<file path="src/rtl/datapath_sequencer_if.sv">
// Control bundle between the sum-of-squares datapath sequencer and its host/datapath.
// The slave side is the sequencer. The master side is the host that starts passes and reports Len.
interface datapath_sequencer_if;
  logic       start;
  logic [8:0] target_len;
  logic [1:0] stride_sel;
  logic [8:0] Len;
  logic       clear_Pipes;
  logic [1:0] p1_En;
  logic [3:0] s1_Muxes;
  logic [5:0] p2_En;
  logic [3:0] s2_Muxes;
  logic [1:0] p3_En;
  logic       out_En;
  logic       fireset;
  logic       busy;
  logic       done;
  logic       err;

  modport master (
    output start, target_len, stride_sel, Len,
    input  clear_Pipes, p1_En, s1_Muxes, p2_En, s2_Muxes, p3_En,
           out_En, fireset, busy, done, err
  );

  modport slave (
    input  start, target_len, stride_sel, Len,
    output clear_Pipes, p1_En, s1_Muxes, p2_En, s2_Muxes, p3_En,
           out_En, fireset, busy, done, err
  );
endinterface

</file>
<file path="src/rtl/datapath_sequencer.sv">
// Moore control FSM for one sum-of-squares accumulation pass: it fetches groups of three
// pointer pairs, captures six words, and accumulates three product pairs until Len meets the target.
module datapath_sequencer #(
  parameter int unsigned MAX_GROUPS = 85
) (
  input logic                  clk,
  input logic                  reset,
  datapath_sequencer_if.slave  bus
);

  typedef enum logic [3:0] {
    IDLE, CLEAR, F0, F1, F2, CAP, S0, S1, S2, DRAIN, CHECK, DONE
  } state_t;

  state_t      r_state, w_next;
  logic [8:0]  r_target;
  logic [1:0]  r_stride;
  logic [6:0]  r_grp;
  logic        r_err;

  logic        w_len_hit, w_grp_max;
  logic        w_clear, w_out, w_busy, w_done;
  logic [1:0]  w_p1, w_p3;
  logic [3:0]  w_s1, w_s2;
  logic [5:0]  w_p2;

  assign w_len_hit = (bus.Len >= r_target);
  assign w_grp_max = (r_grp == 7'(MAX_GROUPS));

  always_ff @(posedge clk or negedge reset) begin
    if (!reset) begin
      r_state  <= IDLE;
      r_target <= '0;
      r_stride <= '0;
      r_grp    <= '0;
      r_err    <= 1'b0;
    end else begin
      r_state <= w_next;
      case (r_state)
        IDLE: if (bus.start) begin
          r_target <= bus.target_len;
          r_stride <= bus.stride_sel;
          r_grp    <= '0;
          r_err    <= 1'b0;
        end
        DRAIN: r_grp <= r_grp + 7'd1;
        CHECK: if (!w_len_hit && w_grp_max) r_err <= 1'b1;
        default: ;
      endcase
    end
  end

  always_comb begin
    w_next = r_state;
    case (r_state)
      IDLE:    w_next = bus.start ? CLEAR : IDLE;
      // Len is zero once CLEAR completes, so a zero target needs no fetch at all.
      CLEAR:   w_next = (r_target == '0) ? DONE : F0;
      F0:      w_next = F1;
      F1:      w_next = F2;
      F2:      w_next = CAP;
      CAP:     w_next = S0;
      S0:      w_next = S1;
      S1:      w_next = S2;
      S2:      w_next = DRAIN;
      DRAIN:   w_next = CHECK;
      CHECK:   w_next = (w_len_hit || w_grp_max) ? DONE : F0;
      DONE:    w_next = IDLE;
      default: w_next = IDLE;
    endcase
  end

  always_comb begin
    w_clear = 1'b0;
    w_p1    = '0;
    w_s1    = '0;
    w_p2    = '0;
    w_s2    = '0;
    w_p3    = '0;
    w_out   = 1'b0;
    w_busy  = 1'b0;
    w_done  = 1'b0;
    if (r_state != IDLE) w_s1[3:2] = r_stride;
    case (r_state)
      CLEAR: begin w_clear = 1'b1; w_busy = 1'b1; end
      F0: begin
        w_p1      = 2'b11;
        w_s1[1:0] = (r_grp == '0) ? 2'b00 : 2'b11;
        w_busy    = 1'b1;
      end
      F1:    begin w_p1 = 2'b11; w_s1[1:0] = 2'b11; w_p2 = 6'b110000; w_busy = 1'b1; end
      F2:    begin w_p1 = 2'b11; w_s1[1:0] = 2'b11; w_p2 = 6'b001100; w_busy = 1'b1; end
      CAP:   begin w_p2 = 6'b000011; w_busy = 1'b1; end
      S0:    begin w_s2 = 4'b0011; w_p3 = 2'b11; w_busy = 1'b1; end
      S1:    begin w_s2 = 4'b1100; w_p3 = 2'b11; w_out = 1'b1; w_busy = 1'b1; end
      S2:    begin w_s2 = 4'b0000; w_p3 = 2'b11; w_out = 1'b1; w_busy = 1'b1; end
      DRAIN: begin w_out = 1'b1; w_busy = 1'b1; end
      CHECK: w_busy = 1'b1;
      DONE:  w_done = 1'b1;
      default: ;
    endcase
  end

  assign bus.clear_Pipes = w_clear;
  assign bus.p1_En       = w_p1;
  assign bus.s1_Muxes    = w_s1;
  assign bus.p2_En       = w_p2;
  assign bus.s2_Muxes    = w_s2;
  assign bus.p3_En       = w_p3;
  assign bus.out_En      = w_out;
  assign bus.fireset     = w_out;
  assign bus.busy        = w_busy;
  assign bus.done        = w_done;
  assign bus.err         = r_err;

endmodule
</file>
<file path="src/flat_wrapper.sv">
// flat-port wrapper written by rule: the top's interface ports become plain ports
module datapath_sequencer_flat 
#(
  parameter int unsigned MAX_GROUPS = 85
)
  (clk, reset, bus_start, bus_target_len, bus_stride_sel, bus_Len, bus_clear_Pipes, bus_p1_En, bus_s1_Muxes, bus_p2_En, bus_s2_Muxes, bus_p3_En, bus_out_En, bus_fireset, bus_busy, bus_done, bus_err);
  datapath_sequencer_if bus_i ();
  input logic clk;
  input logic reset;
  input wire logic [$bits(bus_i.start)-1:0] bus_start;
  input wire logic [$bits(bus_i.target_len)-1:0] bus_target_len;
  input wire logic [$bits(bus_i.stride_sel)-1:0] bus_stride_sel;
  input wire logic [$bits(bus_i.Len)-1:0] bus_Len;
  output wire logic [$bits(bus_i.clear_Pipes)-1:0] bus_clear_Pipes;
  output wire logic [$bits(bus_i.p1_En)-1:0] bus_p1_En;
  output wire logic [$bits(bus_i.s1_Muxes)-1:0] bus_s1_Muxes;
  output wire logic [$bits(bus_i.p2_En)-1:0] bus_p2_En;
  output wire logic [$bits(bus_i.s2_Muxes)-1:0] bus_s2_Muxes;
  output wire logic [$bits(bus_i.p3_En)-1:0] bus_p3_En;
  output wire logic [$bits(bus_i.out_En)-1:0] bus_out_En;
  output wire logic [$bits(bus_i.fireset)-1:0] bus_fireset;
  output wire logic [$bits(bus_i.busy)-1:0] bus_busy;
  output wire logic [$bits(bus_i.done)-1:0] bus_done;
  output wire logic [$bits(bus_i.err)-1:0] bus_err;
  assign bus_i.start = bus_start;
  assign bus_i.target_len = bus_target_len;
  assign bus_i.stride_sel = bus_stride_sel;
  assign bus_i.Len = bus_Len;
  assign bus_clear_Pipes = bus_i.clear_Pipes;
  assign bus_p1_En = bus_i.p1_En;
  assign bus_s1_Muxes = bus_i.s1_Muxes;
  assign bus_p2_En = bus_i.p2_En;
  assign bus_s2_Muxes = bus_i.s2_Muxes;
  assign bus_p3_En = bus_i.p3_En;
  assign bus_out_En = bus_i.out_En;
  assign bus_fireset = bus_i.fireset;
  assign bus_busy = bus_i.busy;
  assign bus_done = bus_i.done;
  assign bus_err = bus_i.err;
  datapath_sequencer #(.MAX_GROUPS(MAX_GROUPS)) u_core (.clk(clk), .reset(reset), .bus(bus_i));
endmodule
</file>
<file path="config.mk">
export PLATFORM = sky130hd
export DESIGN_NAME = datapath_sequencer_flat
export DESIGN_NICKNAME = d
export VERILOG_FILES = /design/src/rtl/datapath_sequencer_if.sv /design/src/rtl/datapath_sequencer.sv /design/src/flat_wrapper.sv
export SDC_FILE = /design/constraint.sdc
export NUM_CORES = 1
export LEC_CHECK = 0
export BUFFER_PORTS_ARGS = -buffer_cell sky130_fd_sc_hd__clkbuf_2
export CAP_MARGIN = 20
export CELL_PAD_IN_SITES_DETAIL_PLACEMENT = 1
export CELL_PAD_IN_SITES_GLOBAL_PLACEMENT = 2
export CORE_MARGIN = 2
export CORE_UTILIZATION = 30
export DETAILED_ROUTE_END_ITERATION = 10
export GPL_TIMING_DRIVEN = 0
export PLACE_DENSITY_LB_ADDON = 0.1
export SLEW_MARGIN = 20
export SYNTH_ARGS = -nofsm -noshare
export SYNTH_HDL_FRONTEND = slang
export SYNTH_SLANG_ARGS = --single-unit
</file>
<file path="constraint.sdc">
create_clock -name clk -period 2.4 [get_ports clk]
set_clock_uncertainty 0.15 [all_clocks]
set_input_delay 0.24 -clock clk [delete_from_list [all_inputs] [get_ports clk]]
set_output_delay 0.24 -clock clk [all_outputs]
set_load 0.1 [all_outputs]
</file>
; Yosys cells after proc, flatten, opt, wreduce, memory -nomap -nowiden
; Cells that the tools add are included.
; Widths: inputs -> output; s select.
[totals]
memories = 0
mem_bits_rw = 0
wordCells = 58
latchBits = 0
out_inout_bits = 24
romBits = 0
reg_bits = 23
inputBits = 23
[op_classes]
n_addsub = 1
magnitude_cmp = 1
eq_ne = 14
n_mul = 0
div_mod_pow = 0
bitwise_logic = 0
muxes = 20
shift = 0
reduce_logical = 17
[op_table]
columns = op, n
row1 = $pmux 4 s11, 1
row2 = $pmux 6 s3, 1
row3 = $eq 4x3->1 const B, 4
row4 = $eq 4x4->1 const B, 4
row5 = $pmux 7 s2, 1
row6 = $reduce_or 10->1, 1
row7 = $ge 9x9->1, 1
row8 = $logic_not 9->1, 1
row9 = $reduce_or 3->1, 3
row10 = $eq 4x2->1 const B, 2
row11 = $mux 2, 4
row12 = $mux 4, 2
row13 = $pmux 4 s2, 1
row14 = $add 7x1->7 const B, 1
row15 = $eq 7x7->1 const B, 1
row16 = $logic_not 7->1, 1
row17 = $mux 1, 7
row18 = $mux 7, 1
row19 = $eq 4x1->1 const B, 1
row20 = $logic_not 4->1, 1
row21 = $pmux 2 s2, 1
row22 = $reduce_and 2->1, 2
row23 = $reduce_bool 2->1, 2
row24 = $reduce_bool 4->1, 1
row25 = other kinds (8), 8

; Depth between registers and ports, before layout
; Gate-level depths: netlist of run 1.
[logic_depth]
ltp_word = 5
depth_mapped = 7
mapped_depth_nobuf = 7

; Worst setup path after synthesis of run 1
; OpenSTA, ideal clock, no wires.
[synth_path]
kind = register to register
from = register u_core.r_state[1]
to = register u_core.r_state[0]
path_stages_with_launch = 7
arrival_time_ns = 4.341
path_buffers = 1
path_slack_ns = -2.168
required_time_ns = 2.174
setup_time_ns = 0.076
period_less_slack_ns = 4.568
path_cell_list = dfrtp_1 > buf_2 > nor4b_1 > nand4_1 > o211ai_1 > a21oi_1 > o21ai_1
[synth_between]
elab_chain_len = 2
word_cells_on_any_way = 12
classes_between = 10 x eq/ne / 1 x mux / 1 x reduce/logical
[synth_rtl]
columns = item, line_no
row1 = "start, declared", datapath_sequencer.sv:15  ; state_t r_state, w_next;
row2 = "start signal, assigned", datapath_sequencer.sv:38  ; r_state <= w_next;
row3 = "$eq 4x4->1, or another cell as far along", datapath_sequencer.sv:55  ; case (r_state)
row4 = $pmux 4 s11 (*), datapath_sequencer.sv:55
row5 = named net u_core.w_next[0], datapath_sequencer.sv:15
; The timed path passes the listed nets; every way through them passes the cells marked *.
; A chain may end at the register's enable or synchronous reset.

; Worst setup path in the final report of run 1
[layout_path]
from = register u_core.r_state[2]
to = output bus_s1_Muxes[0]
[layout_between]
elab_chain_len = 3
word_cells_on_any_way = 5
classes_between = 3 x eq/ne / 1 x mux / 1 x reduce/logical
[layout_rtl]
columns = item, line_no
row1 = $eq 4x2->1 / $eq 4x3->1 (equally long branches), datapath_sequencer.sv:84  ; case (r_state)
row2 = $reduce_or 2->1 (no line), --
row3 = $pmux 2 s2 (*), datapath_sequencer.sv:84
row4 = "end, declared", flat_wrapper.sv:16  ; output wire logic [$bits(bus_i.s1_Muxes)-1:0] bus_s1_Muxes;
; Every way passes the cells marked *; elsewhere a longest branch is shown, timed or not.

==> results of run 1 <==
==> layout make-up <==
type                       instances  area, µm²
fill                             602       2990
multi-input combinational        114        882
sequential                        23        576
timing repair buffer              47        285
buffer                            14        101
tap                               70       87.6
inverter                          12       45.0
clock buffer                       3       41.3
clock inverter                     1       5.00
==> flip-flops by register name, summed over array words and instances, names as in the netlist <==
register	cells
u_core.r_state	4
u_core.bus.err	1
u_core.r_stride	2
u_core.r_grp	7
u_core.r_target	9
==> synth_stat cells (all sizes together) <==
master	n
a22o	1
clkbuf	1
nand4	4
nor4b	2
and3	1
o211ai	1
nor4	2
nand2	17
nand2b	8
o21a	1
dfrtp	23
nand3	2
a31oi	2
o21ai	10
nor2	12
buf	13
xor2	2
nor2b	3
nor3	5
ha	12
a22oi	1
or4	2
mux2i	2
nand4bb	1
o22ai	1
a21o	2
inv	12
mux2	11
a21oi	9
==> path summary, 6_finish.rpt <==
path,from,endpoint,slack (ps),cells past startpoint
worst min-delay path,bus_target_len[7],u_core.r_target[7],50,2
worst max-delay path,u_core.r_state[2],bus_s1_Muxes[0],120,5
worst min register to register,u_core.r_stride[0],u_core.r_stride[0],370,1
min in group asynchronous,reset,u_core.r_target[0],350,2
worst max register to register,u_core.r_state[2],u_core.r_target[5],470,4
max in group asynchronous,reset,u_core.r_grp[4],1370,2
==> critical path: cells and delay by family (launching register included) <==
| kind | cells | cell delay (ps) |
|---|---|---|
| flops | 1 | 450 |
| simple gates | 1 | 240 |
| buf+inv | 2 | 570 |
| compound gates | 2 | 360 |
==> timing repair <==
| action | in CTS | in global routing |
|---|---|---|
| hold buffers | 1 | 0 |
| gates resized for setup | 12 | 14 |
| endpoints found under the setup margin | 16 | 16 |
| endpoints found under the hold margin | 23 | 0 |
==> cells in the final DEF, fill, tap and decap left out, drive strengths merged, types with 8 or more instances in the layout <==
cell type / instances
nand2b: 8
a21oi: 9
nand2: 17
nor2: 12
buf: 15
mux2: 11
inv: 12
ha: 12
dfrtp: 23
clkbuf: 48
o21ai: 10
==> logic make-up (layout without fill, tap and decap cells) <==
kind of cell,count (synthesis),count (layout)
compound gates,28,28
xor+xnor,2,2
mux,13,13
fa+ha+maj,12,12
simple gates,59,59
buf+inv,26,77
flops,23,23
==> per-layer routing <==
metal / vias up / part of all wire [%] / GRT usage, %
li1: 657 / - / -
met1: 651 / 45 / 19.7
met2: 33 / 50 / 27.9
met3: 4 / 3.9 / 1.85
met4: 0 / 0.93 / 4.68
met5: - / 0 / 0
==> per-stage QoR <==
step	TNS, ps	utilization [%]	instance area, µm²
2_1_floorplan	-4250	-	1600
3_3_place_gp	0	38.2	1920
3_5_place_dp	0	38.2	1920
4_1_cts	0	40.0	2000
5_1_grt	-3.88	40.4	2020
6_report	0	40.4	2020
==> impl_metrics.yaml, run 1 <==
run_status:
  status: "completed"
timing:
  final_hold_viol_count: 0
  timing.fmax_mhz: 438
  fin_crit_ps: 2280
  holdWs_ps: 48.6
  setup_ws_ps: 119
  worst_slew_pin_slew_ps: 580
  maxSlewViolCount: 0
  maxSlewHeadroom_pct: 61.3
  setup_violations: 0
  period_share_pct: 95.0
global_route:
  grt_pass1_wl_mm: 6.81
  grt_max_degree: 24
  track_usage_pct: 15.6
  first_global_vias: 1441
  antenna_found_initial: 0
  grt_overflow: 0
logic_synthesis:
  synthSimpleGateAreaFrac_pct: 21.0
  netlist_top_cells_area: "dfrtp_1, ha_1, mux2_4, buf_4, nand2_1"
  synth_top_family_by_area: "simple AND/OR/NAND/NOR gates"
  synth_compound_area_share_pct: 10.4
  ys_ff_latch: 23
  synthXorXnorAreaFrac_pct: 1.14
  synth-adder-area-share_pct: 9.78
  synth.distinct_cells: 35
  ys.warnings.count: 0
  synth.area.mux_share_pct: 10.8
  netlist_area_um2: 1540
  yosysTopAreaCellShare_pct: 37.5
  syn_inst: 163
  yosysSeqAreaShare_pct: 37.5
  post-synth-top-area-cell: "dfrtp_1"
  syn_nets: 198
  syn_avg_cell_area_um2: 9.42
placement:
  gp_congestion: 0.805
  port_buffers: 46
  place_hpwl_mm: 3.29
  place_inst: 279
  place_ws_ps: 34.3
setup_path:
  cp.arrival_ps: 1890
  critPathKind: "flop to output pin"
  crit_path_start_kind: "flop"
  cp-end-kind: "output pin"
  crit_chain: "clkbuf_2, nand2b_1, a21o_1, a21oi_4, clkbuf_4"
  critPathMaxStageDelay_ps: 450
  critPathMaxFanout: 10
  cp_slowest_cell: "dfrtp_1"
  critPathRequiredTime_ps: 2010
clock_network:
  numCtsBuffers: 3
  clockBufferDepth: 2
  path_clk_slew_ps: 80
  cts.sinks: 23
  cts-root-buf: "clkbuf_8"
  cts-htree-levels: 1
  cts_setup_buffers: 0
  clk_latency_ps: 270
  tritoncts: "built"
drt:
  wl_per_cell_um: 14.0
  wl_mm: 3.98
  viasPerCell: 4.74
  drc: 0
  drt_iter0_markers: 59
  antenna_left: 0
  route.vias.total: 1345
  dr.pass1.iters: 4
final_layout:
  antenna_cells: 0
  layout.cells.non_filler: 284
  drive_gt1_share_pct: 42.1
  nets: 250
  syn_to_final_growth_pct: 31.8
floorplanning:
  start_util_pct: 30.6
  die_area_um2: 5710
  core_area_um2: 5010
  placementRows: 26
  die_width_um: 75.5
  die_y_um: 75.5
  boundaryPins: 47
worst_hold_path:
  hold_class: "primary input to flop"
flow_run:
  cap_violations: 0
Power of run 1 is not shown: default switching activity piles up to over one toggle a cycle in this logic, so the estimate is an artifact.
==> run 2, diff against run 1 <==
Settings changed: ABC_AREA from default to 1, CORE_UTILIZATION 30 to 28.
==> impl_metrics.yaml, run 2 <==
global_route:
  antenna_found_initial: 0
  first_global_vias: 1465
  track_usage_pct: 13.8
  grt_max_degree: 24
  grt_pass1_wl_mm: 6.70
  grt_overflow: 0
logic_synthesis:
  ys_ff_latch: 23
  yosysMostFrequentCell: "nand2_1"
  ys.warnings.count: 0
  synthXorXnorAreaFrac_pct: 0
  yosysTopAreaCellShare_pct: 37.5
  syn_nets: 233
  syn_avg_cell_area_um2: 7.75
  synth_ff_type: "dfrtp_1"
  netlist_area_um2: 1540
  synth_top_family_by_area: "simple AND/OR/NAND/NOR gates"
  synthSimpleGateAreaFrac_pct: 25.3
  yosysSeqAreaShare_pct: 37.5
  synth_edf_count: 0
  synth-adder-area-share_pct: 9.78
  synth-async-reset-ratio_pct: 100
  synth.area.mux_share_pct: 0.652
  synth.distinct_cells: 24
  synth_common_cells: "nand2_1, inv_1, dfrtp_1"
  synth_compound_area_share_pct: 11.7
  post-synth-top-area-cell: "dfrtp_1"
  netlist_top_cells_area: "dfrtp_1, nand2_1, ha_1, inv_1, nor2_1"
  syn_inst: 198
clock_network:
  cts-root-buf: "clkbuf_8"
  tritoncts: "built"
  cts.sinks: 23
  path_clk_slew_ps: 80
  clockBufferDepth: 2
  clk_latency_ps: 270
  numCtsBuffers: 3
  cts-htree-levels: 1
final_layout:
  antenna_cells: 0
  layout_commonest_cell: "nand2_1"
  syn_to_final_growth_pct: 31.4
  top_regs: "u_core.r_target x9, u_core.r_grp x7, u_core.r_state x4"
  final_cell_mix: "nand2_1, clkbuf_2, inv_1"
  nets: 285
  regMostFlops: "u_core.r_target"
  drive_gt1_share_pct: 37.3
  largest_register_ff_count: 9
timing:
  maxSlewHeadroom_pct: 59.0
  period_share_pct: 96.0
  maxSlewViolCount: 0
  setup_violations: 0
  setup_ws_ps: 96.6
  worst_slew_pin_slew_ps: 615
  rsz0062_at_grt: "no"
  timing.fmax_mhz: 434
  fin_crit_ps: 2300
  final_hold_viol_count: 0
placement:
  place_hpwl_mm: 3.17
  port_buffers: 46
  gp_congestion: 0.744
  place_ws_ps: 246
worst_hold_path:
  hold_class: "primary input to flop"
  hp-start: "bus_target_len[7]"
  hold_end: "u_core.r_target[7]"
  min_path_cells: 3
setup_path:
  rr_startpoint: "u_core.r_state[3]"
  reg2reg_depth: 7
  critPathKind: "flop to output pin"
  critPathMaxFanout: 4
  critPathRequiredTime_ps: 2010
  reg2reg_slack_ps: 680
  r2r_end: "u_core.r_state[0]"
  cp.arrival_ps: 1910
  cp-end-kind: "output pin"
  crit_path_start_kind: "flop"
floorplanning:
  die_y_um: 78.0
  core_area_um2: 5200
  start_util_pct: 29.5
  placementRows: 26
  boundaryPins: 47
  die_area_um2: 6090
  die_width_um: 78.0
drt:
  drt_iter0_markers: 37
  wl_per_cell_um: 12.1
  drc: 0
  viasPerCell: 4.35
  dr.pass1.iters: 4
  route.vias.total: 1389
  wl_mm: 3.87
  antenna_left: 0
run_status:
  status: "completed"
flow_run:
  cap_violations: 0
[run 2: layout make-up]
cell class | instances | area (µm²)
buffer | 11 | 119
clock buffer | 4 | 45.0
fill | 667 | 3190
inverter | 33 | 133
multi-input combinational | 131 | 811
sequential | 23 | 577
tap | 70 | 87.6
timing repair buffer | 47 | 245
[run 2: worst max-delay path: stages, from the launching register on]
cell and delay, ps:
dfrtp_1 420, inv_1 130, nand2_1 200, nor2_4 180
inv_2 90, o21ai_4 100, buf_12 120, buf_2 410
[run 2: metal layers]
layer | routed length (µm) | global-route usage (%)
met1 | 1890 | 19.1
met2 | 1820 | 22.7
met3 | 124 | 1.84
met4 | 34 | 4.04
met5 | 0 | 0
[run 2: kinds of logic (layout without fill, tap and decap cells)]
logic type / after synthesis / count (layout)
buffers and inverters: 44 / 95
DFF: 23 / 23
adders and majority gates: 12 / 12
AOI/OAI and AO/OA: 29 / 29
and+or+nand+nor: 89 / 89
muxes: 1 / 1
[run 2: through the flow]
step                      area, µm²  cells  utilization [%]  setup TNS (ps)  hold slack (ps)
after CTS                      2010    319             38.7               0             24.2
after floorplan                1640    198                -            -205             -206
after global placement         1950    314             37.5               0              147
after global routing           2020    319             38.8               0             31.1
final                          2020    319             38.8               0             27.2
after detailed placement       1950    314             37.5               0              135
[run 2: repair_timing]
action / CTS / global route
buffers inserted: 0 / 0
endpoints found under the hold margin: 23 / 0
resized for setup: 2 / 4
hold buffers: 1 / 0
setup endpoints to repair: 1 / 3
[run 2: worst max path at each step]
stage                                 end  cells after the start               from
after floorplan           bus_s1_Muxes[1]                      5  u_core.r_state[1]
after global placement       bus_p3_En[1]                      7  u_core.r_state[3]
after detailed placement     bus_p3_En[1]                      7  u_core.r_state[3]
after CTS                    bus_p1_En[1]                      7  u_core.r_state[1]
after global routing         bus_p3_En[1]                      7  u_core.r_state[3]
final                          bus_out_En                      7  u_core.r_state[3]
Power of run 2 is left out for the same reason.
==> run 3, diff against run 2 <==
Settings changed: BUFFER_PORTS_ARGS -buffer_cell sky130_fd_sc_hd__clkbuf_2 to default, CORE_UTILIZATION 28 to 34, DONT_BUFFER_PORTS from default to 1.
==> impl_metrics.yaml, run 3 (synthesized netlist as in run 2, its figures left out) <==
run_status:
  status: "finished, violations left"
  failed_checks: "negative setup slack"
timing:
  timing.fmax_mhz: 384
  setup_violations: 5
  rsz0062_at_grt: "yes"
  fin_crit_ps: 2600
  final_hold_viol_count: 0
  fin_tns_setup_ps: -822
  worst_slew_pin_slew_ps: 1120
  maxSlewViolCount: 0
  maxSlewHeadroom_pct: 25.3
  setup_ws_ps: -202
  period_share_pct: 108
  holdWs_ps: 81.4
global_route:
  grt_overflow: 0
  grt_pass1_wl_mm: 7.00
  grt_max_degree: 24
  antenna_found_initial: 0
  track_usage_pct: 17.5
  first_global_vias: 1456
setup_path:
  reg2reg_slack_ps: 130
  crit_path_start_kind: "flop"
  critPathKind: "flop to output pin"
  rr_startpoint: "u_core.r_state[1]"
  cp-end-kind: "output pin"
  cp.arrival_ps: 2210
  critPathMaxFanout: 3
  r2r_end: "u_core.r_state[3]"
  reg2reg_depth: 8
  critPathRequiredTime_ps: 2010
clock_network:
  clk_latency_ps: 260
  path_clk_slew_ps: 90
  cts-root-buf: "clkbuf_8"
  cts.sinks: 23
  clockBufferDepth: 2
  cts-htree-levels: 1
  numCtsBuffers: 3
  tritoncts: "built"
drt:
  antenna_left: 0
  route.vias.total: 1323
  wl_per_cell_um: 15.0
  drt_iter0_markers: 29
  drc: 0
  viasPerCell: 4.81
  wl_mm: 4.12
  dr.pass1.iters: 4
floorplanning:
  start_util_pct: 35.3
  die_y_um: 71.2
  boundaryPins: 47
  die_width_um: 71.2
  core_area_um2: 4350
  die_area_um2: 5070
  placementRows: 24
final_layout:
  final_cell_mix: "nand2_1, inv_1, dfrtp_1"
  antenna_cells: 0
  nets: 259
  layout_commonest_cell: "nand2_1"
  multi_input_area_um2: 883
  fillers: 511
  regMostFlops: "u_core.r_target"
  largest_register_ff_count: 9
  syn_to_final_growth_pct: 35.5
  drive_gt1_share_pct: 29.1
  fin_area_um2: 2080
  layout.cells.non_filler: 275
  top_regs: "u_core.r_target x9, u_core.r_grp x7, u_core.r_state x4"
  seq_area_um2: 578
placement:
  gp_congestion: 0.779
  place_hpwl_mm: 3.03
  place_inst: 250
  placed_cell_area_um2: 1710
  port_buffers: 0
worst_hold_path:
  hold_end: "u_core.r_target[0]"
  hp-start: "bus_start"
  hold_class: "primary input to flop"
  min_path_cells: 3
flow_run:
  cap_violations: 0
-- run 3: cell types whose count changed in the layout (fill, tap and decap cells not counted), moves of 2 or more --
| cell | change |
|---|---|
| nor2_2 | -2 |
| nor2_4 | +5 |
| dlygate4sd3_1 | +11 |
| buf_12 | +5 |
| nor2_1 | -3 |
| buf_4 | +2 |
| nand2_2 | +2 |
| buf_2 | -2 |
| nand2_1 | -2 |
| a21oi_4 | +2 |
| a21oi_2 | -2 |
| clkbuf_2 | -42 |
-- run 3: through the flow --
step | utilization [%] | setup WS [ps]
2_1_floorplan | - | -201
3_3_place_gp | 39.1 | -303
3_5_place_dp | 39.2 | -341
4_1_cts | 47.5 | -196
5_1_grt | 47.8 | -286
6_report | 47.8 | -202
-- run 3: per-layer routing --
layer	up-vias	global-route usage, %	part of all wire [%]
met5	-	0	0
met4	0	3.14	0.46
met3	2	2.99	3.3
met2	20	31.2	51
met1	631	22.3	45
li1	670	-	-
-- run 3: worst max-delay path by stage --
stage,start,endpoint,slack (ps)
6_report,u_core.r_state[3],bus_s1_Muxes[1],-200
5_1_grt,u_core.r_state[3],bus_out_En,-290
4_1_cts,u_core.r_state[3],bus_out_En,-200
3_5_place_dp,u_core.r_state[1],bus_s1_Muxes[1],-340
3_3_place_gp,u_core.r_state[1],bus_s1_Muxes[1],-300
2_1_floorplan,u_core.r_state[1],bus_s1_Muxes[1],-200
-- run 3: worst max-delay path, cell delays in order, from the launching register on --
cell        delay [ps]
dfrtp_1            440
inv_2               90
nand3_4             80
clkinvlp_4         460
nor2_4             340
o21ai_4            260
buf_12             260
-- run 3: what timing repair did --
item | in CTS | in global routing
hold buffers | 13 | 0
pin swaps | 9 | 2
setup endpoints to repair | 12 | 11
hold endpoints to repair | 34 | 0
setup buffers | 8 | 0
gates resized for setup | 23 | 3
-- run 3: layout make-up --
class,count,share of cell area [%]
tap,52,3.13
buffer,11,7.70
sequential,23,27.8
clock buffer,3,1.98
clock inverter,1,0.241
inverter,33,6.49
timing repair buffer,21,10.2
multi-input combinational,131,42.5
Power of run 3 is left out for the same reason.
